==> src/rtl/ssp_cmd_pkg.sv <==
// Shared types and constants for the SSP command master and its command FIFO.
package ssp_cmd_pkg;

    localparam int unsigned SSP_DATA_W = 12;
    localparam int unsigned SSP_RA_W   = 3;

    typedef struct packed {
        logic [SSP_RA_W-1:0]   ra;
        logic                  wnr;
        logic [SSP_DATA_W-1:0] di;
    } ssp_cmd_t;

    typedef enum logic [1:0] {StIdle, StFrame, StGap} ssp_state_e;

endpackage

==> src/rtl/ssp_cmd_fifo.sv <==
// Synchronous FIFO of SSP commands; full_o is registered from the next-state count.
module ssp_cmd_fifo
    import ssp_cmd_pkg::*;
#(
    parameter int unsigned Depth = 4,
    localparam int unsigned PtrW = $clog2(Depth),
    localparam int unsigned CntW = $clog2(Depth) + 1
) (
    input  logic            clk_i,
    input  logic            rst_i,
    input  logic            push_i,
    input  ssp_cmd_t        wdata_i,
    input  logic            pop_i,
    output ssp_cmd_t        rdata_o,
    output logic            full_o,
    output logic            empty_o,
    output logic [CntW-1:0] count_o
);

    ssp_cmd_t        mem_q [Depth];
    logic [PtrW-1:0] wr_ptr_q, rd_ptr_q;
    logic [CntW-1:0] count_q, count_d;
    logic            full_q;

    always_comb begin
        count_d = count_q;
        if (push_i && !pop_i) begin
            count_d = count_q + CntW'(1);
        end else if (pop_i && !push_i) begin
            count_d = count_q - CntW'(1);
        end
    end

    always_ff @(posedge clk_i or posedge rst_i) begin
        if (rst_i) begin
            wr_ptr_q <= '0;
            rd_ptr_q <= '0;
            count_q  <= '0;
            full_q   <= 1'b0;
        end else begin
            if (push_i) wr_ptr_q <= wr_ptr_q + PtrW'(1);
            if (pop_i)  rd_ptr_q <= rd_ptr_q + PtrW'(1);
            count_q <= count_d;
            full_q  <= (count_d == CntW'(Depth));
        end
    end

    // Storage needs no reset: pointers alone define what is valid.
    always_ff @(posedge clk_i) begin
        if (push_i) mem_q[wr_ptr_q] <= wdata_i;
    end

    assign rdata_o = mem_q[rd_ptr_q];
    assign full_o  = full_q;
    assign empty_o = (count_q == '0);
    assign count_o = count_q;

endmodule

==> src/rtl/ssp_cmd_master.sv <==
// SSP bus master: queues register commands and plays each out as one SSP frame,
// returning read data on a valid/ready response channel.
module ssp_cmd_master
    import ssp_cmd_pkg::*;
#(
    parameter int unsigned FIFO_DEPTH = 4,
    parameter int unsigned FRAME_LEN  = 16,
    parameter int unsigned GAP_LEN    = 2
) (
    input  logic                  Clk,
    input  logic                  Rst,
    input  logic                  cmd_valid,
    output logic                  cmd_ready,
    input  logic [SSP_RA_W-1:0]   cmd_ra,
    input  logic                  cmd_wnr,
    input  logic [SSP_DATA_W-1:0] cmd_di,
    output logic                  rsp_valid,
    input  logic                  rsp_ready,
    output logic [SSP_DATA_W-1:0] rsp_do,
    output logic [SSP_RA_W-1:0]   rsp_ra,
    output logic                  SSP_SSEL,
    output logic                  SSP_SOF,
    output logic                  SSP_EOC,
    output logic [SSP_RA_W-1:0]   SSP_RA,
    output logic                  SSP_WnR,
    output logic [SSP_DATA_W-1:0] SSP_DI,
    input  logic [SSP_DATA_W-1:0] SSP_DO,
    output logic                  busy
);

    localparam int unsigned CntW   = $clog2(FIFO_DEPTH) + 1;
    localparam int unsigned TimMax = (FRAME_LEN > GAP_LEN) ? FRAME_LEN : GAP_LEN;
    localparam int unsigned TimW   = $clog2(TimMax) + 1;
    localparam logic [TimW-1:0] FrameLast = TimW'(FRAME_LEN - 1);
    localparam logic [TimW-1:0] GapLast   = TimW'(GAP_LEN - 1);

    ssp_state_e      state_q;
    logic [TimW-1:0] tim_q;
    logic            run_q;
    ssp_cmd_t        push_cmd, head;
    logic            push, pop, rsp_free, fifo_full, fifo_empty;
    logic [CntW-1:0] fifo_count;

    assign push_cmd  = '{ra: cmd_ra, wnr: cmd_wnr, di: cmd_di};
    // run_q holds ready low until the first clock after reset release.
    assign cmd_ready = run_q && !fifo_full;
    assign push      = cmd_valid && cmd_ready;
    assign rsp_free  = !rsp_valid || rsp_ready;
    assign pop       = (state_q == StIdle) && !fifo_empty && (head.wnr || rsp_free);
    assign busy      = (fifo_count != '0) || (state_q != StIdle);

    ssp_cmd_fifo #(
        .Depth (FIFO_DEPTH)
    ) u_fifo (
        .clk_i   (Clk),
        .rst_i   (Rst),
        .push_i  (push),
        .wdata_i (push_cmd),
        .pop_i   (pop),
        .rdata_o (head),
        .full_o  (fifo_full),
        .empty_o (fifo_empty),
        .count_o (fifo_count)
    );

    always_ff @(posedge Clk or posedge Rst) begin
        if (Rst) begin
            state_q   <= StIdle;
            tim_q     <= '0;
            run_q     <= 1'b0;
            SSP_SSEL  <= 1'b0;
            SSP_SOF   <= 1'b0;
            SSP_EOC   <= 1'b0;
            SSP_RA    <= '0;
            SSP_WnR   <= 1'b0;
            SSP_DI    <= '0;
            rsp_valid <= 1'b0;
            rsp_do    <= '0;
            rsp_ra    <= '0;
        end else begin
            run_q <= 1'b1;
            unique case (state_q)
                StIdle: begin
                    if (pop) begin
                        state_q  <= StFrame;
                        tim_q    <= '0;
                        SSP_SSEL <= 1'b1;
                        SSP_SOF  <= 1'b1;
                        SSP_RA   <= head.ra;
                        SSP_WnR  <= head.wnr;
                        SSP_DI   <= head.wnr ? head.di : '0;
                    end
                end
                StFrame: begin
                    SSP_SOF <= 1'b0;
                    if (tim_q == FrameLast) begin
                        state_q  <= StGap;
                        tim_q    <= '0;
                        SSP_SSEL <= 1'b0;
                        SSP_EOC  <= 1'b0;
                    end else begin
                        tim_q   <= tim_q + TimW'(1);
                        SSP_EOC <= (tim_q + TimW'(1) == FrameLast);
                    end
                end
                StGap: begin
                    if (tim_q == GapLast) begin
                        state_q <= StIdle;
                        tim_q   <= '0;
                    end else begin
                        tim_q <= tim_q + TimW'(1);
                    end
                end
                default: state_q <= StIdle;
            endcase

            // Read data is sampled at the edge closing the EOC cycle.
            if (state_q == StFrame && tim_q == FrameLast && !SSP_WnR) begin
                rsp_valid <= 1'b1;
                rsp_do    <= SSP_DO;
                rsp_ra    <= SSP_RA;
            end else if (rsp_valid && rsp_ready) begin
                rsp_valid <= 1'b0;
            end
        end
    end

endmodule

==> config.mk <==
export PLATFORM = sky130hd
export DESIGN_NAME = ssp_cmd_master
export DESIGN_NICKNAME = d
export VERILOG_FILES = /design/src/rtl/ssp_cmd_pkg.sv /design/src/rtl/ssp_cmd_fifo.sv /design/src/rtl/ssp_cmd_master.sv
export SDC_FILE = /design/constraint.sdc
export NUM_CORES = 1
export LEC_CHECK = 0
export CAP_MARGIN = 0
export CORE_ASPECT_RATIO = 1.1
export CORE_MARGIN = 4
export CORE_UTILIZATION = 35
export DETAILED_ROUTE_END_ITERATION = 12
export DONT_BUFFER_PORTS = 1
export MAX_ROUTING_LAYER = met4
export SETUP_SLACK_MARGIN = 0.5
export SLEW_MARGIN = 20
export SYNTH_ARGS = -nofsm -noshare
export SYNTH_HDL_FRONTEND = slang
export SYNTH_HIERARCHICAL = 1
export SYNTH_SLANG_ARGS = --single-unit
==> constraint.sdc <==
create_clock -name Clk -period 4.35 [get_ports Clk]
set_clock_uncertainty 0.15 [all_clocks]
set_input_delay 0 -clock Clk [delete_from_list [all_inputs] [get_ports Clk]]
set_output_delay 0 -clock Clk [all_outputs]
set_load 0.02 [all_outputs]
-- Yosys cells after proc, flatten, opt, wreduce, memory -nomap -nowiden
Memories as Yosys holds them, arrays and structs flattened.
Cells that the tools add are included.
- word-level logic and storage cells: 81
- output and inout bits: 37
- register bits: 51
- memories kept: 1
- bits in writable memories: 64
- input port bits: 32
- memory list (name ; depth ; bits a word ; read ports ; clocked after Yosys merged registers in ; wr ports ; line ; text):
    u_fifo.mem_q ; 4 ; 16 ; 1 ; 0 ; 1 ; ssp_cmd_fifo.sv:20 ; ssp_cmd_t mem_q [Depth];
- reduce and logical (&&, ||, !) cells: 30
- muxes and demuxes: 20
- $add $sub $neg: 5
- eq/ne operators: 9
- operators by type and width (cell ; count):
    5-bit two-way mux ; 3
    5-bit one-hot mux with 3 select lines ; 1
    12-bit two-way mux ; 1
    5-bit by 4-bit == test with 1-bit output, second input constant ; 2
    1-bit logical AND ; 9
    1-bit two-way mux ; 7
    1-bit zero test ; 6
    2-bit two-way mux ; 3
    3-bit two-way mux ; 2
    2-bit one-hot mux with 3 select lines ; 1
    2-bit AND reduction ; 3
    3-bit AND reduction ; 2
    2-bit nonzero test ; 3
    3-bit nonzero test ; 2
    5-bit by 1-bit adder with 5-bit output, second input constant ; 1
    5-bit by 1-bit == test with 1-bit output, second input constant ; 1
    2-bit by 1-bit adder with 2-bit output, second input constant ; 2
    2-bit != test, second input constant ; 2
    1-bit one-hot mux with 2 select lines ; 2
    3-bit by 1-bit adder with 3-bit output, second input constant ; 1
    3-bit == test, second input constant ; 1
    3-bit zero test ; 1
    1-bit logical OR ; 3
    3-bit by 1-bit subtractor with 3-bit output, second input constant ; 1
    4 further kinds ; 4

-- Depth between registers and ports, before layout
Gate-level depths: netlist (run 1).
- depth after elaboration: 8
- gate-level depth with buffers: 9
- mapped depth without buffers: 8

-- By module
The synthesis (run 1) kept the hierarchy.
- by module, submodules not included (module ; area an instance (um2) ; sequential area each (um2) ; times used ; cells each):
    ssp_cmd_fifo ; 2846.5 ; 2122.0 ; 1 ; 138
    ssp_cmd_master ; 1944.4 ; 1076.0 ; 1 ; 157

-- Worst setup path after synthesis (run 1)
OpenSTA, ideal clock, no wires.
- path kind: reg-to-reg
- from: register u_fifo.rd_ptr_q[0]
- to: register u_fifo.full_q (netlist: u_fifo/full_o)
- period minus slack after synthesis: 2.643 ns
- data arrival time: 2.399 ns
- required time: 4.106 ns
- slack: 1.707 ns
- setup time: 0.094 ns
- buffers on the path: 3
- cell stages (with the launch flop): 9
- cell sequence: dfrtp_1 > buf_6 > buf_6 > mux4_2 > o21ai_2 > inv_1 > buf_2 > or3_4 > a221oi_2
- RTL lines (what ; line ; text):
    start: declaration ; ssp_cmd_fifo.sv:21 ; logic [PtrW-1:0] wr_ptr_q, rd_ptr_q;
    start signal: assignment ; ssp_cmd_fifo.sv:42 ; if (pop_i) rd_ptr_q <= rd_ptr_q + PtrW'(1);
    end signal: assignment ; ssp_cmd_fifo.sv:44 ; full_q <= (count_d == CntW'(Depth));
    end: declaration ; ssp_cmd_fifo.sv:23 ; logic full_q;

==> results of run 1 <==
final cells by class:
cell class                 count  area (um^2)  area share
sequential                   115         3198      0.5394
timing repair buffer          35        342.8     0.05782
multi-input combinational    150         1443      0.2433
clock buffer                  22        539.3     0.09095
tap                          184        230.2     0.03883
inverter                      19        71.32     0.01203
clock inverter                10        100.1     0.01688
antenna                        2        5.005   0.0008441
per-layer routing:
metal | up-vias | part of all wire | global-route usage | wire, um
li1 | 1200 | - | - | -
met1 | 1333 | 0.43 | 0.1539 | 4062
met2 | 57 | 0.51 | 0.2055 | 4744
met3 | 7 | 0.049 | 0.04950 | 456
met4 | 0 | 0.012 | 0.05054 | 110
met5 | - | 0 | - | 0
kinds of logic after synthesis:
logic type | after synthesis | synth area share
AO/OA/AOI/OAI | 46 | 0.07052
adder cells (fa/ha/maj) | 17 | 0.04440
other | 1 | 0.0007827
AND/OR/NAND/NOR | 50 | 0.06582
flip-flops | 115 | 0.6675
multiplexers | 31 | 0.1105
XOR/XNOR | 5 | 0.009142
buffers and inverters | 30 | 0.03134
per-stage QoR:
step           std cells    util  setup slack (ns)  hold slack (ns)  power (W)
4_1_cts              535  0.4447             1.642           0.1115   0.003972
2_1_floorplan        295       -             1.707          -0.3343   0.002283
6_report             537  0.4451             1.669           0.1249   0.003929
3_5_place_dp         471  0.3727             1.649          -0.2754   0.002488
5_1_grt              537  0.4451             1.506           0.1229   0.004145
3_3_place_gp         471  0.3727             1.736          -0.2829   0.002459
how the worst min path moves through the flow:
stage                        endpoint  slack [ns]  depth (start not counted)
CTS                         rsp_do[9]        0.11                          2
global placement        u_fifo/full_o       -0.28                          1
global route                rsp_do[9]        0.12                          2
detailed placement      u_fifo/full_o       -0.28                          1
floorplan           u_fifo/count_o[0]       -0.33                          1
finish                          run_q        0.12                          2
sequential cells by signal (all words and copies together), names as in the netlist, 2 cells and up:
signal / count
u_fifo/mem_q: 64
SSP_RA: 3
u_fifo/rd_ptr_q: 2
rsp_do: 12
rsp_ra: 3
tim_q: 5
SSP_DI: 12
state_q: 2
u_fifo/wr_ptr_q: 2
u_fifo/count_o: 3
synth_stat cells (all sizes together) (7+ instances only):
| cell type | instances |
|---|---|
| ha | 17 |
| nand2 | 17 |
| o21ai | 10 |
| a31oi | 7 |
| a22o | 12 |
| mux4 | 16 |
| and2 | 8 |
| buf | 10 |
| edfxtp | 64 |
| dfrtp | 51 |
| mux2 | 15 |
| inv | 19 |
power by group:
part / total, W / switching, W / internal [W]
combinational: 0.000887 / 0.000468 / 0.000419
clock: 0.00145 / 0.000500 / 0.000946
sequential: 0.00160 / 0.000252 / 0.00134
total: 0.00393 / 0.00122 / 0.00271
worst reg2reg max path, cell delays in order, from the launching register on:
cell and delay, ns:
dfrtp_1 0.83, mux4_2 0.47, o21ai_2 0.17, inv_1 0.25, or3_4 0.48, a221oi_2 0.24
repair_timing:
| item | CTS | global route |
|---|---|---|
| buffers inserted | 0 | 0 |
| endpoints found under the hold margin | 138 | 0 |
| hold buffers | 32 | 0 |
==> results.md, run 1 <==
- Routability cong.: 0.7144
- Power density over the cells: 662.5 nW/um^2
- Commonest cells after routing, fill and taps aside: 64 x edfxtp_1, 51 x dfrtp_1, 32 x dlygate4sd3_1, 21 x clkbuf_16, 18 x inv_1
- WL final: 9373 um
- Area of the core: 13320 um^2
- CP max-delay cell: dfrtp_1
- All-Layer GR Usage: 0.1306
- Slew Limit Fails: 0
- DRC viols: 0
- Least-Margin Pin Slew: 0.9039 ns
- Main area contributors after synthesis: edfxtp_1 40%, dfrtp_1 27%, mux4_2 7.5%, ha_1 4.4%, mux2_2 3.5%
- CP startpoint kind: register
- Fmax: 373.0 MHz
- Reg2Reg Depth: 5
- Syn Inst Count: 295
- Setup TNS: 0 ns
- Worst R2R Setup Slack: 1.67 ns
- Max-cap viol count: 0
- Die ar.: 15630 um^2
- CTS tree: built
- First-pass GRT wire length: 14860 um
- Die width: 119.6 um
- Hold Violations, Final: 0
- Height of the die: 130.7 um
- Ys async rst share: 0.4435
- Crit path depth: 5
- TritonCTS Buffers: 17
- Routed wire per std cell: 17.45 um
- DR iter-0 viols: 184
- Cell Rows: 44
- Register area share after synthesis: 0.6675
- Initial core utilization: 0.3596
- CTS sink cnt: 115
- Worst setup path start: u_fifo/rd_ptr_q[1]
- H-tree lvl count: 4
- Number of synthesis warnings: 6
- Crit Path Category: reg2reg
- CP Max Fanout: 17
- Fill cells: 1184
- Gr ovfl total: 0
- Worst skew pair latency: 0.40 ns
- Synth unique cells: 48
- First drt pass iteration count: 4
- Final period util: 0.6163
- Peak supply drop: 375.3 uV
- Vias per inst: 4.836
- Synth-to-Final Area Change: 23.77%
- Area share of the largest cell type after synthesis: 0.4011
- Worst Path Arrival: 2.84 ns
- Worst slew margin: 0.3965
- Cell family with most CP delay: flip-flops
- Worst endpoint required time: 4.51 ns
- Worst R2R Start: u_fifo/rd_ptr_q[1]
- #FFs+latches synth: 115
- EDFF count, synth: 64
- Initial antenna violation count: 2
- Post-Synthesis Net Count: 344
- Min-Delay Path Class: in2async
- Root Buffer: clkbuf_16
- Clock slew at reported path FFs: 0.06 ns
- Final min period: 2.681 ns
- Maximum root-to-sink buffer count: 2
- Fraction of layout cells with a size suffix above 1: 0.2165
- Boundary Pins: 69
- CP Cell Sequence: mux4_2 > o21ai_2 > inv_1 > or3_4 > a221oi_2
- RR Endpoint: u_fifo/full_o
- Placed instance area: 4965 um^2
- Nets: 387
- Setup crit end kind: register
- Syn_area_per_cell: 16.24 um^2
- Fin area: 5929 um^2
- Main synth FF type: edfxtp_1
- Resize count post-CTS: 0
- Largest net degree at the start of global routing: 44
- Crit-path max cell delay: 0.83 ns
- Most common cell after layout, fill and taps aside: edfxtp_1
- I/O Buffers: 0
- DP HPWL: 6204 um
- Via Count: 2597
- # setup viols final: 0
- CP Capture Point: u_fifo/full_o
- Area leader, netlist: edfxtp_1
- Synthesized area: 4791 um^2
- P_leak: 2.343 nW
- Run status: finished, final reports clean
- RSZ-0062 raised after global routing: false
- Buffers and inverters on the worst path: 1
- Vias in the first global route: 2784
- Detail Route Antenna Nets: 0
Note: power is estimated with default switching activity, not from simulation.
==> run 2: changes to the inputs <==
--- a/config.mk
+++ b/config.mk
@@ -5,6 +5,7 @@
 export SDC_FILE = /design/constraint.sdc
 export NUM_CORES = 1
 export LEC_CHECK = 0
+export ABC_AREA = 1
 export CAP_MARGIN = 0
 export CORE_ASPECT_RATIO = 1.1
 export CORE_MARGIN = 4
==> constraint.sdc (replaced) <==
create_clock -name Clk -period 2.23 [get_ports Clk]
set_clock_uncertainty 0.15 [all_clocks]
set_input_delay 0 -clock Clk [delete_from_list [all_inputs] [get_ports Clk]]
set_output_delay 0 -clock Clk [all_outputs]
set_load 0.02 [all_outputs]
==> results.md, run 2 <==
- # setup viols final: 0 (unchanged)
- Reg2Reg Depth: 11 (was 5)
- Routability cong.: 0.8386 (was 0.7144)
- Crit Path Category: reg2reg (unchanged)
- I/O Buffers: 0 (unchanged)
- Commonest cells after routing, fill and taps aside: 66 x nand2_1, 64 x edfxtp_1, 47 x dfrtp_1, 36 x nor2_1, 36 x o21ai_0 (was 64 x edfxtp_1, 51 x dfrtp_1, 32 x dlygate4sd3_1, 21 x clkbuf_16, 18 x inv_1)
- Detail Route Antenna Nets: 0 (unchanged)
- Gr ovfl total: 0 (unchanged)
- Slew Limit Fails: 0 (unchanged)
- Via Count: 3193 (was 2597)
- WL final: 10430 um (was 9373 um)
- Largest net degree at the start of global routing: 44 (unchanged)
- Fmax: 547.9 MHz (was 373.0 MHz)
- Final min period: 1.825 ns (was 2.681 ns)
- Synthesized area: 4851 um^2 (was 4791 um^2)
- Nets: 537 (was 387)
- Ys async rst share: 0.4435 (unchanged)
- Max-cap viol count: 0 (unchanged)
- Height of the die: 131.5 um (was 130.7 um)
- CP dominant cell by count: nand2_1
- Vias in the first global route: 3247 (was 2784)
- Min-Delay Path Class: in2async (unchanged)
- Biggest register: u_fifo/mem_q (unchanged)
- Register area share after synthesis: 0.6593 (was 0.6675)
- Count leader, synth: nand2_1 (was edfxtp_1)
- All-Layer GR Usage: 0.1401 (was 0.1306)
- Post-Place Setup Slack: 0.2411 ns (was 1.649 ns)
- Setup crit end kind: register (unchanged)
- Hold Violations, Final: 0 (unchanged)
- Final period util: 0.8185 (was 0.6163)
- CP Cell Sequence: inv_2 > ha_1 > ha_2 > nor2_4 > nand2_4 > buf_4 > buf_12 > nand2_8 > nand3_1 > nand2_1 > nand2_1 (was mux4_2 > o21ai_2 > inv_1 > or3_4 > a221oi_2)
- Post-Synthesis Net Count: 468 (was 344)
- Fraction of layout cells with a size suffix above 1: 0.2495 (was 0.2165)
- Maximum root-to-sink buffer count: 2 (unchanged)
- Syn_area_per_cell: 11.58 um^2 (was 16.24 um^2)
- Root Buffer: clkbuf_16 (unchanged)
- Top cells by count, synth: 72 x nand2_1, 64 x edfxtp_1, 51 x dfrtp_1 (was 64 x edfxtp_1, 51 x dfrtp_1, 19 x inv_1)
- EDFF count, synth: 64 (unchanged)
- RSZ-0062 raised after global routing: true (was false)
- RR Endpoint: state_q[1] (was u_fifo/full_o)
- Die ar.: 15810 um^2 (was 15630 um^2)
- Power density over the cells: 1296 nW/um^2 (was 662.5 nW/um^2)
- Main area contributors after synthesis: edfxtp_1 40%, dfrtp_1 26%, nand2_1 5.6%, ha_1 4.4%, o21ai_0 4.1% (was edfxtp_1 40%, dfrtp_1 27%, mux4_2 7.5%, ha_1 4.4%, mux2_2 3.5%)
- First-pass GRT wire length: 16680 um (was 14860 um)
- Cell Rows: 44 (unchanged)
- Crit-path max cell delay: 0.36 ns (was 0.83 ns)
- CTS sink cnt: 115 (unchanged)
- Number of synthesis warnings: 6 (unchanged)
- DRC viols: 0 (unchanged)
- CTS tree: built (unchanged)
- Syn Inst Count: 419 (was 295)
- Synth unique cells: 34 (was 48)
- Area of the core: 13380 um^2 (was 13320 um^2)
- DP HPWL: 6706 um (was 6204 um)
- First drt pass iteration count: 4 (unchanged)
- Final WS setup: 0.4049 ns (was 1.669 ns)
- Least-Margin Pin Slew: 0.9116 ns (was 0.9039 ns)
- Initial core utilization: 0.3626 (was 0.3596)
- Synth-to-Final Area Change: 31.00% (was 23.77%)
- Worst endpoint required time: 2.37 ns (was 4.51 ns)
- Run status: finished, final reports clean (unchanged)
- Worst R2R Start: u_fifo/count_o[0] (was u_fifo/rd_ptr_q[1])
- DR iter-0 viols: 195 (was 184)
- Worst R2R Setup Slack: 0.40 ns (was 1.67 ns)
- Multi-input logic area: 1597 um^2 (was 1443 um^2)
- Fill cells: 1187 (was 1184)
- CP startpoint kind: register (unchanged)
- TritonCTS Buffers: 17 (unchanged)
- Diodes inserted: 0 (was 2)
- P_leak: 2.633 nW (was 2.343 nW)
- Initial antenna violation count: 0 (was 2)
- Setup TNS: 0 ns (unchanged)
- Worst skew pair latency: 0.41 ns (was 0.40 ns)
- Pwr Total: 0.008233 W (was 0.003929 W)
- #FFs+latches synth: 115 (unchanged)
- Area leader, netlist: edfxtp_1 (unchanged)
- Max FFs per register: 64 (unchanged)
- Clock slew at reported path FFs: 0.06 ns (about the same)
- Boundary Pins: 69 (unchanged)
- Most common cell after layout, fill and taps aside: nand2_1 (was edfxtp_1)
- Register area: 3203 um^2 (was 3198 um^2)
- Worst Path Arrival: 1.97 ns (was 2.84 ns)
- Die width: 120.3 um (was 119.6 um)
- Main synth FF type: edfxtp_1 (unchanged)
- CP max-delay cell: dfrtp_1 (unchanged)
- H-tree lvl count: 4 (unchanged)
- Routed wire per std cell: 15.23 um (was 17.45 um)
- CP Max Fanout: 7 (was 17)
- Vias per inst: 4.661 (was 4.836)
- Area share of the largest cell type after synthesis: 0.3962 (was 0.4011)
- Largest regs: u_fifo/mem_q x64, SSP_DI x12, rsp_do x12 (unchanged)
- Worst slew margin: 0.3914 (was 0.3965)
- Peak supply drop: 708.6 uV (was 375.3 uV)
-- run 2: changes by cell type after synthesis, sizes merged, moves of 16 or more --
cell / delta
mux4: -16
nand3: +22
o21ai: +36
nand2: +59
nor2: +40
inv: +19
-- run 2: cell type report --
class	instances	share of cell area
inverters	39	0.02520
multi-input cells	251	0.2512
well taps	184	0.03623
repair buffers	64	0.09687
clock inverters	14	0.01890
flip-flops and latches	115	0.5040
clock buffers	18	0.06753
-- run 2: timing repair --
action                                  4_1_cts  5_1_grt
endpoints found under the hold margin       144        0
cloned                                        1        0
endpoints found under the setup margin       96       91
hold buffers                                 32        0
buffers inserted                             11        6
resized for setup                            28       22
pin swaps                                     4        8
-- run 2: worst max path at each step --
stage	cells past startpoint	from	end	slack, ns
floorplan	17	u_fifo/rd_ptr_q[0]	u_fifo/full_o	0.28
global route	12	u_fifo/rd_ptr_q[1]	state_q[1]	0.32
global placement	10	u_fifo/count_o[0]	tim_q[0]	0.31
detailed placement	10	u_fifo/count_o[0]	tim_q[0]	0.24
CTS	14	u_fifo/rd_ptr_q[0]	u_fifo/full_o	0.42
finish	11	u_fifo/count_o[0]	state_q[1]	0.40
-- run 2: metrics by stage --
step	std cells	hold WS, ns	util	cell area, um^2
floorplan	419	-0.3343	-	4942
global placement	603	-0.2719	0.3863	5167
detailed placement	603	-0.2716	0.3863	5167
CTS	679	0.1132	0.4661	6236
global route	685	0.1166	0.4750	6355
finish	685	0.1227	0.4750	6355
-- run 2: logic make-up (layout without fill, tap and decap cells) --
kind of cell	after synthesis	in the layout	share of synthesized area
multiplexers	12	12	0.03018
other	1	1	0.0007731
flip-flops	115	115	0.6593
XOR/XNOR	5	5	0.009027
AND/OR/NAND/NOR	151	152	0.1370
AO/OA/AOI/OAI	64	64	0.07016
adder cells (fa/ha/maj)	17	17	0.04385
buffers and inverters	54	135	0.04978
-- run 2: report_power, final --
group	total [W]	switching, W	internal (W)	leakage (nW)
Sequential	0.00306	0.000435	0.00263	1.22
Clock	0.00246	0.00101	0.00145	0.257
Combinational	0.00271	0.00160	0.00111	1.16
-- run 2: per-layer routing --
metal  vias to the layer above  global-route usage  wire (um)
li1                       1568                   -          -
met1                      1541              0.1652       4454
met2                        76              0.2281       5260
met3                         8             0.04342        575
met4                         0             0.04786        142
met5                         -                   -          0
-- run 2: worst max-delay path, delay by kind of cell (launching register included) --
family | cells | cell delay [ns]
simple gates | 6 | 0.50
fa+ha+maj | 2 | 0.39
flops | 1 | 0.36
buf+inv | 3 | 0.33
==> run 3: changes to the inputs <==
==> constraint.sdc (replaced) <==
create_clock -name Clk -period 1.77 [get_ports Clk]
set_clock_uncertainty 0.15 [all_clocks]
set_input_delay 0 -clock Clk [delete_from_list [all_inputs] [get_ports Clk]]
set_output_delay 0 -clock Clk [all_outputs]
set_load 0.02 [all_outputs]
==> results.md, run 3 (synthesis results as in run 2) <==
- Power density over the cells: 1684 nW/um^2 (was 1296 nW/um^2)
- Initial antenna violation count: 0 (unchanged)
- # hold bufs at CTS: 31 (was 32)
- I/O Buffers: 0 (unchanged)
- Final period util: 1.025 (was 0.8185)
- Diodes inserted: 0 (unchanged)
- Die ar.: 15810 um^2 (unchanged)
- First drt pass iteration count: 4 (unchanged)
- RSZ-0062 raised after global routing: true (unchanged)
- Net Sw Frac: 0.3766 (was 0.3700)
- Worst Path Arrival: 2.01 ns (was 1.97 ns)
- Initial core utilization: 0.3626 (unchanged)
- Placed instance area: 5393 um^2 (was 5167 um^2)
- H-tree lvl count: 4 (unchanged)
- Hold_ws: -0.1007 ns (was 0.1227 ns)
- Setup TNS: -0.04373 ns (was 0 ns)
- Maximum root-to-sink buffer count: 2 (unchanged)
- DP HPWL: 6985 um (was 6706 um)
- DR iter-0 viols: 165 (was 195)
- CP Max Fanout: 11 (was 7)
- Worst skew pair latency: 0.42 ns (was 0.41 ns)
- Vias per inst: 4.738 (was 4.661)
- Worst endpoint required time: 1.97 ns (was 2.37 ns)
- Internal: 0.007205 W (was 0.005186 W)
- Worst slew margin: 0.6247 (was 0.3914)
- Switch Pwr: 0.004353 W (was 0.003047 W)
- CTS sink cnt: 115 (unchanged)
- Max FFs per register: 64 (unchanged)
- Fin area: 6863 um^2 (was 6355 um^2)
- WL final: 11440 um (was 10430 um)
- Area of the core: 13380 um^2 (unchanged)
- Nets: 561 (was 537)
- P_leak: 2.870 nW (was 2.633 nW)
- Peak supply drop: 991.9 uV (was 708.6 uV)
- CP startpoint kind: register (unchanged)
- Most common cell after layout, fill and taps aside: edfxtp_1 (was nand2_1)
- Detail Route Antenna Nets: 0 (unchanged)
- Cell Rows: 44 (unchanged)
- Max-cap viol count: 0 (unchanged)
- Min-Delay Path Class: in2reg (was in2async)
- Pwr Total: 0.01156 W (was 0.008233 W)
- Gr ovfl total: 0 (unchanged)
- Clock slew at reported path FFs: 0.06 ns (about the same)
- Routability cong.: 0.8238 (was 0.8386)
- Commonest cells after routing, fill and taps aside: 64 x edfxtp_1, 53 x nand2_1, 49 x dfrtp_1, 37 x buf_4, 35 x nor2_1 (was 66 x nand2_1, 64 x edfxtp_1, 47 x dfrtp_1, 36 x nor2_1, 36 x o21ai_0)
- Vias in the first global route: 3471 (was 3247)
- Least-Margin Pin Slew: 0.5629 ns (was 0.9116 ns)
- Combinational share of power: 0.376 (was 0.329)
- Final WS setup: -0.04373 ns (was 0.4049 ns)
- Post-Place Setup Slack: -0.1231 ns (was 0.2411 ns)
- Setup crit end kind: register (unchanged)
- Violated checks: hold timing, setup timing
- Largest net degree at the start of global routing: 44 (unchanged)
- First-pass GRT wire length: 18080 um (was 16680 um)
- Hold Violations, Final: 2 (was 0)
- Final min period: 1.814 ns (was 1.825 ns)
- Root Buffer: clkbuf_16 (unchanged)
- Crit Path Category: reg2reg (unchanged)
- Height of the die: 131.5 um (unchanged)
- Reg power frac: 0.331 (was 0.372)
- Synth-to-Final Area Change: 41.48% (was 31.00%)
- CTS tree: built (unchanged)
- Biggest register: u_fifo/mem_q (unchanged)
- # setup viols final: 1 (was 0)
- Clock network power share: 0.292 (was 0.299)
- Run status: finished, violations left (was finished, final reports clean)
- Boundary Pins: 69 (unchanged)
- Via Count: 3359 (was 3193)
- Fmax: 551.4 MHz (was 547.9 MHz)
- Routed wire per std cell: 16.13 um (was 15.23 um)
- DRC viols: 0 (unchanged)
- All-Layer GR Usage: 0.1516 (was 0.1401)
- TritonCTS Buffers: 17 (unchanged)
- Largest regs: u_fifo/mem_q x64, SSP_DI x12, rsp_do x12 (unchanged)
- Slew Limit Fails: 0 (unchanged)
- Die width: 120.3 um (unchanged)
- Fraction of layout cells with a size suffix above 1: 0.3390 (was 0.2495)
run 3: cell count changes in the layout (fill, tap and decap cells not counted), sizes merged:
cell | previous run | this run
clkinv | 5 | 7
inv | 44 | 42
bufbuf | 0 | 1
clkinvlp | 4 | 5
buf | 32 | 56
dlygate4sd3 | 32 | 31
clkbuf | 18 | 17
run 3: critical path: stages, from the launching register on:
cell and delay, ns:
dfrtp_2 0.45, inv_4 0.10, nor2_2 0.04, o22ai_2 0.17, inv_1 0.08, nand3_2 0.09
nand2_4 0.08, buf_4 0.15, buf_8 0.14, a21oi_2 0.13, nand3_1 0.08, nand2_1 0.08
run 3: path summary, 6_finish.rpt:
kind                       slack, ns  cells after the start          startpoint            endpoint
min in group asynchronous       0.05                      3                 Rst               run_q
min                            -0.10                      4           cmd_valid  u_fifo/wr_ptr_q[1]
max                            -0.04                     11  u_fifo/rd_ptr_q[0]            tim_q[4]
max in group asynchronous       0.72                      3                 Rst  u_fifo/rd_ptr_q[1]
min reg2reg                     0.40                      1  u_fifo/wr_ptr_q[0]  u_fifo/wr_ptr_q[0]
max reg2reg                    -0.04                     11  u_fifo/rd_ptr_q[0]            tim_q[4]
run 3: area by class of cell:
cell class	count	area, um^2
clock buffer	17	425.4
clock inverter	15	182.7
fill	1120	6515
inverter	39	172.7
multi-input combinational	251	1737
sequential	115	3201
tap	184	230.2
timing repair buffer	88	914.6
run 3: power groups by stage:
stage | sequential (W) | clock, W | combinational, W
4_1_cts | 0.00383 | 0.00343 | 0.00397
3_5_place_dp | 0.00387 | 0 | 0.00305
3_3_place_gp | 0.00385 | 0 | 0.00297
6_report | 0.00383 | 0.00338 | 0.00435
2_1_floorplan | 0.00378 | 0 | 0.00221
5_1_grt | 0.00387 | 0.00356 | 0.00480
run 3: stage by stage:
| step | std cells | utilization |
|---|---|---|
| after floorplan | 419 | - |
| after global placement | 619 | 0.4031 |
| after detailed placement | 619 | 0.4031 |
| after CTS | 701 | 0.4987 |
| after global routing | 709 | 0.5130 |
| final | 709 | 0.5130 |
run 3: layer usage:
layer	global-route usage	vias to the layer above	part of all wire
met1	0.1676	1642	0.40
met5	-	-	0
met2	0.2562	85	0.53
li1	-	1617	-
met4	0.06171	0	0.018
met3	0.04428	15	0.053
run 3: what timing repair did:
| action | in CTS | in global routing |
|---|---|---|
| buffers inserted | 16 | 8 |
| hold endpoints to repair | 145 | 2 |
| pin swaps | 15 | 7 |
| resized for setup | 51 | 35 |
| gates cloned | 3 | 0 |
| endpoints found under the setup margin | 114 | 113 |
